File: src/rtl/pc_fetch_unit.sv
// OTTER instruction-fetch front end: PC, redirect select, 1-cycle IMEM read, DEPTH-entry fetch queue.
// Optional misaligned-redirect trap enabled by defining PC_FETCH_MISALIGN_EN.
module pc_fetch_unit #(
    parameter int unsigned        ADDR_W    = 32,
    parameter int unsigned        INSTR_W   = 32,
    parameter int unsigned        DEPTH     = 2,
    parameter logic [ADDR_W-1:0]  RESET_VEC = '0
) (
    input  logic               CLK,
    input  logic               RST_N,
    input  logic               FETCH_EN,
    input  logic               REDIRECT,
    input  logic [2:0]         PC_SEL,
    input  logic [ADDR_W-1:0]  JALR,
    input  logic [ADDR_W-1:0]  BRANCH,
    input  logic [ADDR_W-1:0]  JUMP,
    input  logic [ADDR_W-1:0]  INTRPT,
    output logic               IMEM_RD,
    output logic [ADDR_W-1:0]  IMEM_ADDR,
    input  logic [INSTR_W-1:0] IMEM_DOUT,
    output logic               INSTR_VALID,
    input  logic               INSTR_READY,
    output logic [INSTR_W-1:0] INSTR,
    output logic [ADDR_W-1:0]  INSTR_PC,
    output logic               MISALIGN_ERR
);

    localparam int unsigned PTR_W = (DEPTH > 1) ? $clog2(DEPTH) : 1;
    localparam int unsigned CNT_W = $clog2(DEPTH + 1);

    logic [ADDR_W-1:0]  pc;
    logic [ADDR_W-1:0]  pend_pc;
    logic               pend;
    logic               drop;
    logic [ADDR_W-1:0]  q_pc    [DEPTH];
    logic [INSTR_W-1:0] q_instr [DEPTH];
    logic [PTR_W-1:0]   head;
    logic [PTR_W-1:0]   tail;
    logic [CNT_W-1:0]   count;

    logic               take;
    logic               misalign;
    logic               pop;
    logic               push;
    logic               issue;
    logic [ADDR_W-1:0]  target;
    logic [ADDR_W-1:0]  next_target;
    logic [CNT_W:0]     occupancy;

    function automatic logic [PTR_W-1:0] next_ptr(input logic [PTR_W-1:0] p);
        return (p == PTR_W'(DEPTH - 1)) ? '0 : p + 1'b1;
    endfunction

    // Reserved PC_SEL codes never assert take, so the strobe is fully inert.
    always_comb begin
        take   = 1'b0;
        target = '0;
        case (PC_SEL)
            3'd1:    begin take = REDIRECT; target = JALR;   end
            3'd2:    begin take = REDIRECT; target = BRANCH; end
            3'd3:    begin take = REDIRECT; target = JUMP;   end
            3'd4:    begin take = REDIRECT; target = INTRPT; end
            default: begin take = 1'b0;     target = '0;     end
        endcase
`ifdef PC_FETCH_MISALIGN_EN
        misalign    = take && (target[1:0] != 2'b00);
        next_target = misalign ? INTRPT : target;
`else
        misalign    = 1'b0;
        next_target = target & ~ADDR_W'(3);
`endif
    end

    always_comb begin
        INSTR_VALID  = (count != '0) && !take;
        pop          = INSTR_VALID && INSTR_READY;
        push         = pend && !drop && !take;
        occupancy    = {1'b0, count} + (CNT_W + 1)'(pend) - (CNT_W + 1)'(pop);
        issue        = RST_N && FETCH_EN && !take && (occupancy < (CNT_W + 1)'(DEPTH));
        IMEM_RD      = issue;
        IMEM_ADDR    = pc;
        INSTR        = q_instr[head];
        INSTR_PC     = q_pc[head];
        MISALIGN_ERR = misalign && RST_N;
    end

    always_ff @(posedge CLK or negedge RST_N) begin
        if (!RST_N) begin
            pc      <= RESET_VEC;
            pend    <= 1'b0;
            pend_pc <= '0;
            drop    <= 1'b0;
            head    <= '0;
            tail    <= '0;
            count   <= '0;
        end else if (take) begin
            pc    <= next_target;
            pend  <= 1'b0;
            drop  <= 1'b1;
            head  <= '0;
            tail  <= '0;
            count <= '0;
        end else begin
            pend <= issue;
            if (issue) begin
                pc      <= pc + ADDR_W'(4);
                pend_pc <= pc;
                drop    <= 1'b0;
            end
            if (push) tail <= next_ptr(tail);
            if (pop)  head <= next_ptr(head);
            count <= count + CNT_W'(push) - CNT_W'(pop);
        end
    end

    // Queue payload needs no reset: count gates every read of it.
    always_ff @(posedge CLK) begin
        if (push) begin
            q_pc[tail]    <= pend_pc;
            q_instr[tail] <= IMEM_DOUT;
        end
    end

endmodule

File: config.mk
export PLATFORM = sky130hd
export DESIGN_NAME = pc_fetch_unit
export DESIGN_NICKNAME = d
export VERILOG_FILES = /design/src/rtl/pc_fetch_unit.sv
export SDC_FILE = /design/constraint.sdc
export NUM_CORES = 1
export LEC_CHECK = 0
export ABC_CLOCK_PERIOD_IN_PS = 8200
export BUFFER_PORTS_ARGS = -buffer_cell sky130_fd_sc_hd__buf_4
export CAP_MARGIN = 20
export CORE_ASPECT_RATIO = 1.2
export CORE_MARGIN = 5
export CORE_UTILIZATION = 32
export CTS_BUF_LIST = sky130_fd_sc_hd__clkbuf_2
export DETAILED_ROUTE_END_ITERATION = 6
export GPL_TIMING_DRIVEN = 0
export PLACE_DENSITY_LB_ADDON = 0.15
export SYNTH_ARGS = -nofsm -noshare
export SYNTH_HDL_FRONTEND = slang
export SYNTH_SLANG_ARGS = --single-unit
export TNS_END_PERCENT = 20
File: constraint.sdc
create_clock -name CLK -period 8.2 [get_ports CLK]
set_input_delay 1.64 -clock CLK [delete_from_list [all_inputs] [get_ports CLK]]
set_output_delay 1.64 -clock CLK [all_outputs]
set_load 0.01 [all_outputs]
== Word level (Yosys, flattened, before mapping) ==
Memory sizes are Yosys's and may differ from the RTL's.
Cells that the tools add are included.

* Register bits: 70
* Bits in writable memories: 128
* Input bits: 168
* Output and inout bits: 99
* Memories: 2

* Add/subtract/negate cells: 7
* $lt $le $gt $ge: 1
* Eq/ne operators: 4
* Mux-type cells: 16
* Bitwise logic cells: 1
* Reduce and logical (&&, ||, !) cells: 15

{| class="wikitable"
|+ Memories
! memory !! words !! bits a word !! rd ports !! clocked after memory_dff !! write ports !! RTL line !! text
|-
| q_instr || 2 || 32 || 1 || 0 || 1 || 36 || <nowiki>logic [INSTR_W-1:0] q_instr [DEPTH];</nowiki>
|-
| q_pc || 2 || 32 || 1 || 0 || 1 || 35 || <nowiki>logic [ADDR_W-1:0] q_pc [DEPTH];</nowiki>
|}

{| class="wikitable"
|+ Operators by type and width
! cell !! number
|-
| 32-bit case mux with 4 select lines || 1
|-
| 32-bit 2-to-1 mux || 2
|-
| 32-bit by 3-bit adder with 32-bit output (second input constant) || 1
|-
| 1-bit 2-to-1 mux || 12
|-
| 2-bit nonzero test || 4
|-
| 1-bit logical AND || 7
|-
| 3-bit by 2-bit equality test with 1-bit output (second input constant) || 2
|-
| 4-bit OR reduction || 1
|-
| 2-bit by 1-bit adder with 3-bit output || 1
|-
| 3-bit by 1-bit equality test with 1-bit output (second input constant) || 1
|-
| 3-bit equality test (second input constant) || 1
|-
| 3-bit by 2-bit less-than comparator with 1-bit output (second input constant) || 1
|-
| 3-bit by 1-bit subtractor with 3-bit output || 1
|-
| 1-bit adder (second input constant) || 2
|-
| 2-bit by 1-bit adder with 2-bit output || 1
|-
| 1-bit logical NOT || 2
|-
| 2-bit 2-to-1 mux || 1
|-
| 2-bit AND reduction || 1
|-
| 2-bit by 1-bit subtractor with 2-bit output || 1
|-
| 1-bit inverter || 1
|}

== Longest topological paths before layout ==
* Depth after elaboration: 11
* Mapped depth: 15
* Mapped depth without buffers: 12

== Least setup slack after synthesis ==
Ideal clock, no wire load.

* Path type: input to output
* Start point: input port PC_SEL[1]
* End point: output port IMEM_RD
* Data arrival time: 4.711 ns
* Setup slack: 1.849 ns
* Stages on the path: 14
* Path buffers: 3
* Cells stage by stage: clkbuf_1 > or3_1 > and3_1 > buf_2 > nor2_1 > and2_1 > ha_1 > nand2b_1 > fa_1 > nand3_1 > nor2_1 > nand2_1 > buf_2 > inv_1

* Cells in the longest elaborated chain, start to end: 9
* Elaborated cells between the ends (all ways): 13

{| class="wikitable"
|+ RTL lines
! item !! RTL line !! text
|-
| start: declaration || 13 || <nowiki>input logic [2:0] PC_SEL,</nowiki>
|-
| 3-bit equality test (tied with other cells) || 58 || <nowiki>case (PC_SEL)</nowiki>
|-
| 4-bit OR reduction (no line) * || -- ||
|-
| 1-bit 2-to-1 mux * || 58 ||
|-
| 1-bit logical NOT * || 75 || <nowiki>INSTR_VALID = (count != '0) && !take;</nowiki>
|-
| 1-bit logical AND * || 75 ||
|-
| net INSTR_VALID || 21 || <nowiki>output logic INSTR_VALID,</nowiki>
|-
| 1-bit logical AND * || 76 || <nowiki>pop = INSTR_VALID && INSTR_READY;</nowiki>
|-
| 3-bit by 1-bit subtractor with 3-bit output * || 78 || <nowiki>occupancy = {1'b0, count} + (CNT_W + 1)'(pend) - (CNT_W + 1)'(pop);</nowiki>
|-
| 3-bit by 2-bit less-than comparator with 1-bit output * || 79 || <nowiki>issue = RST_N && FETCH_EN && !take && (occupancy < (CNT_W + 1)'(DEPTH));</nowiki>
|-
| 1-bit logical AND * || 79 ||
|-
| end: declaration || 18 || <nowiki>output logic IMEM_RD,</nowiki>
|}

The timed path passes the listed nets; every way through them passes the cells marked *.

== Worst setup path after layout ==
* Start point: input port PC_SEL[1]
* End point: output port IMEM_RD

* Cells in the longest elaborated chain, start to end: 9
* Elaborated cells between the ends (all ways): 13

{| class="wikitable"
|+ RTL lines
! item !! RTL line
|-
| 3-bit equality test (tied with other cells) || 58
|-
| 4-bit OR reduction (no line) * || --
|-
| 1-bit 2-to-1 mux * || 58
|-
| 1-bit logical NOT * || 75, 79
|-
| 1-bit logical AND || 75
|-
| 1-bit logical AND || 76
|-
| 3-bit by 1-bit subtractor with 3-bit output || 78
|-
| 3-bit by 2-bit less-than comparator with 1-bit output || 79
|-
| 1-bit logical AND * || 79
|}

Mark *: on every way between the ends. The rest lies on a longest branch, timed or not.

==> results.md <==
* Die height at 190 µm
* Vias at 5896
* Count of clock tree sinks at 190
* Lkg Pwr at 4.46 nW
* Root buffer cell: clkbuf_2
* P_sw at 821 µW
* First-pass GRT wire length at 35.7 mm
* Internal Power at 1.82 mW
* PD cells at 235 nW/µm²
* Htree depth at 4
* Row cnt at 65
* Final TNS setup at 0 ns
* Initial DRC count at 223
* Cell family with most CP delay: simple AND/OR/NAND/NOR gates
* Pin count of the biggest net entering global routing at 68
* Setup Fix Bufs, Post-CTS at 0
* Fin util at 42.6%
* Yosys warning count at 0
* Worst slew pin tran at 0.909 ns
* Slew Viols, Final at 0
* DP Worst Slack at 1.30 ns
* Register area share after synthesis at 62.5%
* Fmax at 146 MHz
* Post-layout net count at 1059
* Final Cycle Share at 83.5%
* Status: finished clean
* Synth unique cells at 51
* Initial core utilization at 32.5%
* Share of layout cells above drive strength 1 at 48.4%
* Hold Violations, Final at 0
* Syn Area/Cell at 14.1 µm²
* Relative slew slack at 39.4%
* Boundary Pins at 267
* Switching Share at 31.0%
* Post-Route Skew at 0.0449 ns
* Worst Setup End Kind: primary output
* Synthesized area at 8600 µm²
* Area growth syn-to-layout at 30.9%
* #FFs+latches synth at 190
* Post-route setup slack at 1.35 ns
* Clk network pwr share at 18.3%
* GRT Total Usage at 15.1%
* Overflow after GRT at 0
* Gpl congestion at 0.802
* Final instance area at 11200 µm²
* Post-Synthesis Cells at 609
* Worst path slowest cell: fa_1
* EDFF count, synth at 124
* PostCTS Resize Cnt at 0
* CTS tree: done
* Req. time, crit path at 6.56 ns
* Post-synth top flop: edfxtp_1
* Combinational group share of total power at 32.2%
* Post-route ant nets at 0
* Hold-fix buffers, CTS at 0
* Router iterations before antenna repair at 5
* Worst-path clk slew at 0.24 ns
* Worst-skew pair later-pin latency at 0.75 ns
* FFs w/ async S/R, synth at 34.7%
* Slowest stage delay, CP at 0.48 ns
* Min cycle time layout at 6.85 ns
* # Max-Cap Violations at 0
* Port-buffer cells at 251
* Vias per inst at 4.77
* Vias in the first global route at 6481
* Core area at 26400 µm²
* Worst-path fanout max at 10
* Sequential power share at 49.5%
* Tot Pwr at 2.65 mW
* Width of the die at 160 µm
* Setup crit start kind: input pin
* Dpl hpwl at 17.3 mm
* Worst hold margin at 0.505 ns
* Initial antenna violation count at 1
* Critical-path cell list: clkbuf_1, or3_1, and3_1, buf_2, nor2_1, and2_1, ha_1, nand2b_1, fa_1, nand3_1, nor2_1, nand2_1, buf_2, inv_1, buf_4
* CP bufs+invs at 5
* Maximum buffer depth of the clock tree at 2
* DR WL/cell at 18.4 µm
* Crit Path Category: in -> out
* Post-route DRC at 0
* Final setup fails at 0
* Max VDD drop at 0.0000839 V
* Dpl cell area at 11000 µm²
* Die ar. at 30300 µm²
* Unrepaired setup endpoints after global routing: no
* Cell Count, Final, Fillers Out at 1236
* WL final at 22.7 mm
* Inserted Clock Buffers at 17
* Hold Path Class: reg -> reg
* Critical path arrival at 5.21 ns
* Placed Instances at 1202
## layout make-up
cell class / instances / area (µm²)
fill: 2482 / 15200
sequential: 190 / 5380
multi-input combinational: 373 / 3010
timing repair buffer: 254 / 1960
tap: 335 / 419
buffer: 43 / 208
clock inverter: 12 / 143
clock buffer: 20 / 100
inverter: 7 / 26.3
antenna: 2 / 5.00
## routing by layer
layer / vias to the layer above / wire, µm / share of wire (%) / GRT usage (%)
li1: 2865 / - / - / -
met1: 2801 / 9060 / 40 / 17.4
met4: 0 / 207 / 0.91 / 3.97
met3: 13 / 1780 / 7.9 / 5.05
met5: - / 0 / 0 / 0
met2: 217 / 11700 / 51 / 27.0
## worst paths after layout
kind	cells after the start	end	start	slack, ns
setup / recovery	15	IMEM_RD	PC_SEL[1]	1.35
min in group asynchronous	1	pend_pc[28]	RST_N	0.93
setup reg to reg	11	IMEM_ADDR[24]	count[1]	4.69
max in group asynchronous	1	pend_pc[9]	RST_N	6.62
hold / removal	0	q_pc[0][31]	pend_pc[31]	0.50
hold reg to reg	0	q_pc[0][31]	pend_pc[31]	0.50
## flip-flops by register name, summed over array words and instances (netlist names)
signal     count
drop           1
pend_pc       30
count          2
head           1
q_pc          60
pend           1
tail           1
q_instr       64
IMEM_ADDR     30
## cells by family after synthesis
| logic type | share of synthesized area [%] |
|---|---|
| AND/OR/NAND/NOR | 7.15 |
| adder cells (fa/ha/maj) | 0.815 |
| multiplexers | 15.8 |
| other | 0.0436 |
| AO/OA/AOI/OAI | 8.49 |
| XOR/XNOR | 2.43 |
| buffers and inverters | 2.72 |
| flip-flops | 62.5 |
## power groups by stage
stage / Combinational (mW) / Clock, mW / Sequential, mW
floorplan: 0.488 / 0 / 1.31
global placement: 0.864 / 0 / 1.33
detailed placement: 0.875 / 0 / 1.33
CTS: 0.878 / 0.510 / 1.31
global route: 0.937 / 0.544 / 1.33
finish: 0.852 / 0.483 / 1.31
## synth_stat cells, types with 6 or more instances
master	n	area, µm²
buf_2	9	45.0
a22oi_1	30	225
edfxtp_1	124	3720
nand3_1	7	35.0
mux2_2	119	1340
a21oi_1	23	115
buf_4	7	52.6
o21ai_0	11	55.1
xnor2_1	6	52.6
nor2_1	38	143
a31oi_1	6	37.5
dfrtp_1	66	1650
xor2_1	16	140
nand4_1	12	75.1
nand2_1	19	71.3
clkbuf_1	22	82.6
a211oi_1	30	225
inv_1	7	26.3
## cells in the final DEF, fill, tap and decap left out, types with 6 or more instances in the layout
cell | netlist | layout
nand4_1 | 12 | 12
nor2_1 | 38 | 37
buf_2 | 9 | 9
a31oi_1 | 6 | 6
a211oi_1 | 30 | 30
inv_1 | 7 | 7
a21oi_1 | 23 | 23
xor2_1 | 16 | 16
nand2_1 | 19 | 19
mux2_2 | 119 | 119
clkbuf_1 | 22 | 22
o21ai_0 | 11 | 11
nand3_1 | 7 | 7
xnor2_1 | 6 | 6
clkbuf_2 | 1 | 21
dfrtp_1 | 66 | 66
a22oi_1 | 30 | 30
buf_4 | 7 | 258
edfxtp_1 | 124 | 124
(Power assumes the default switching activity.)
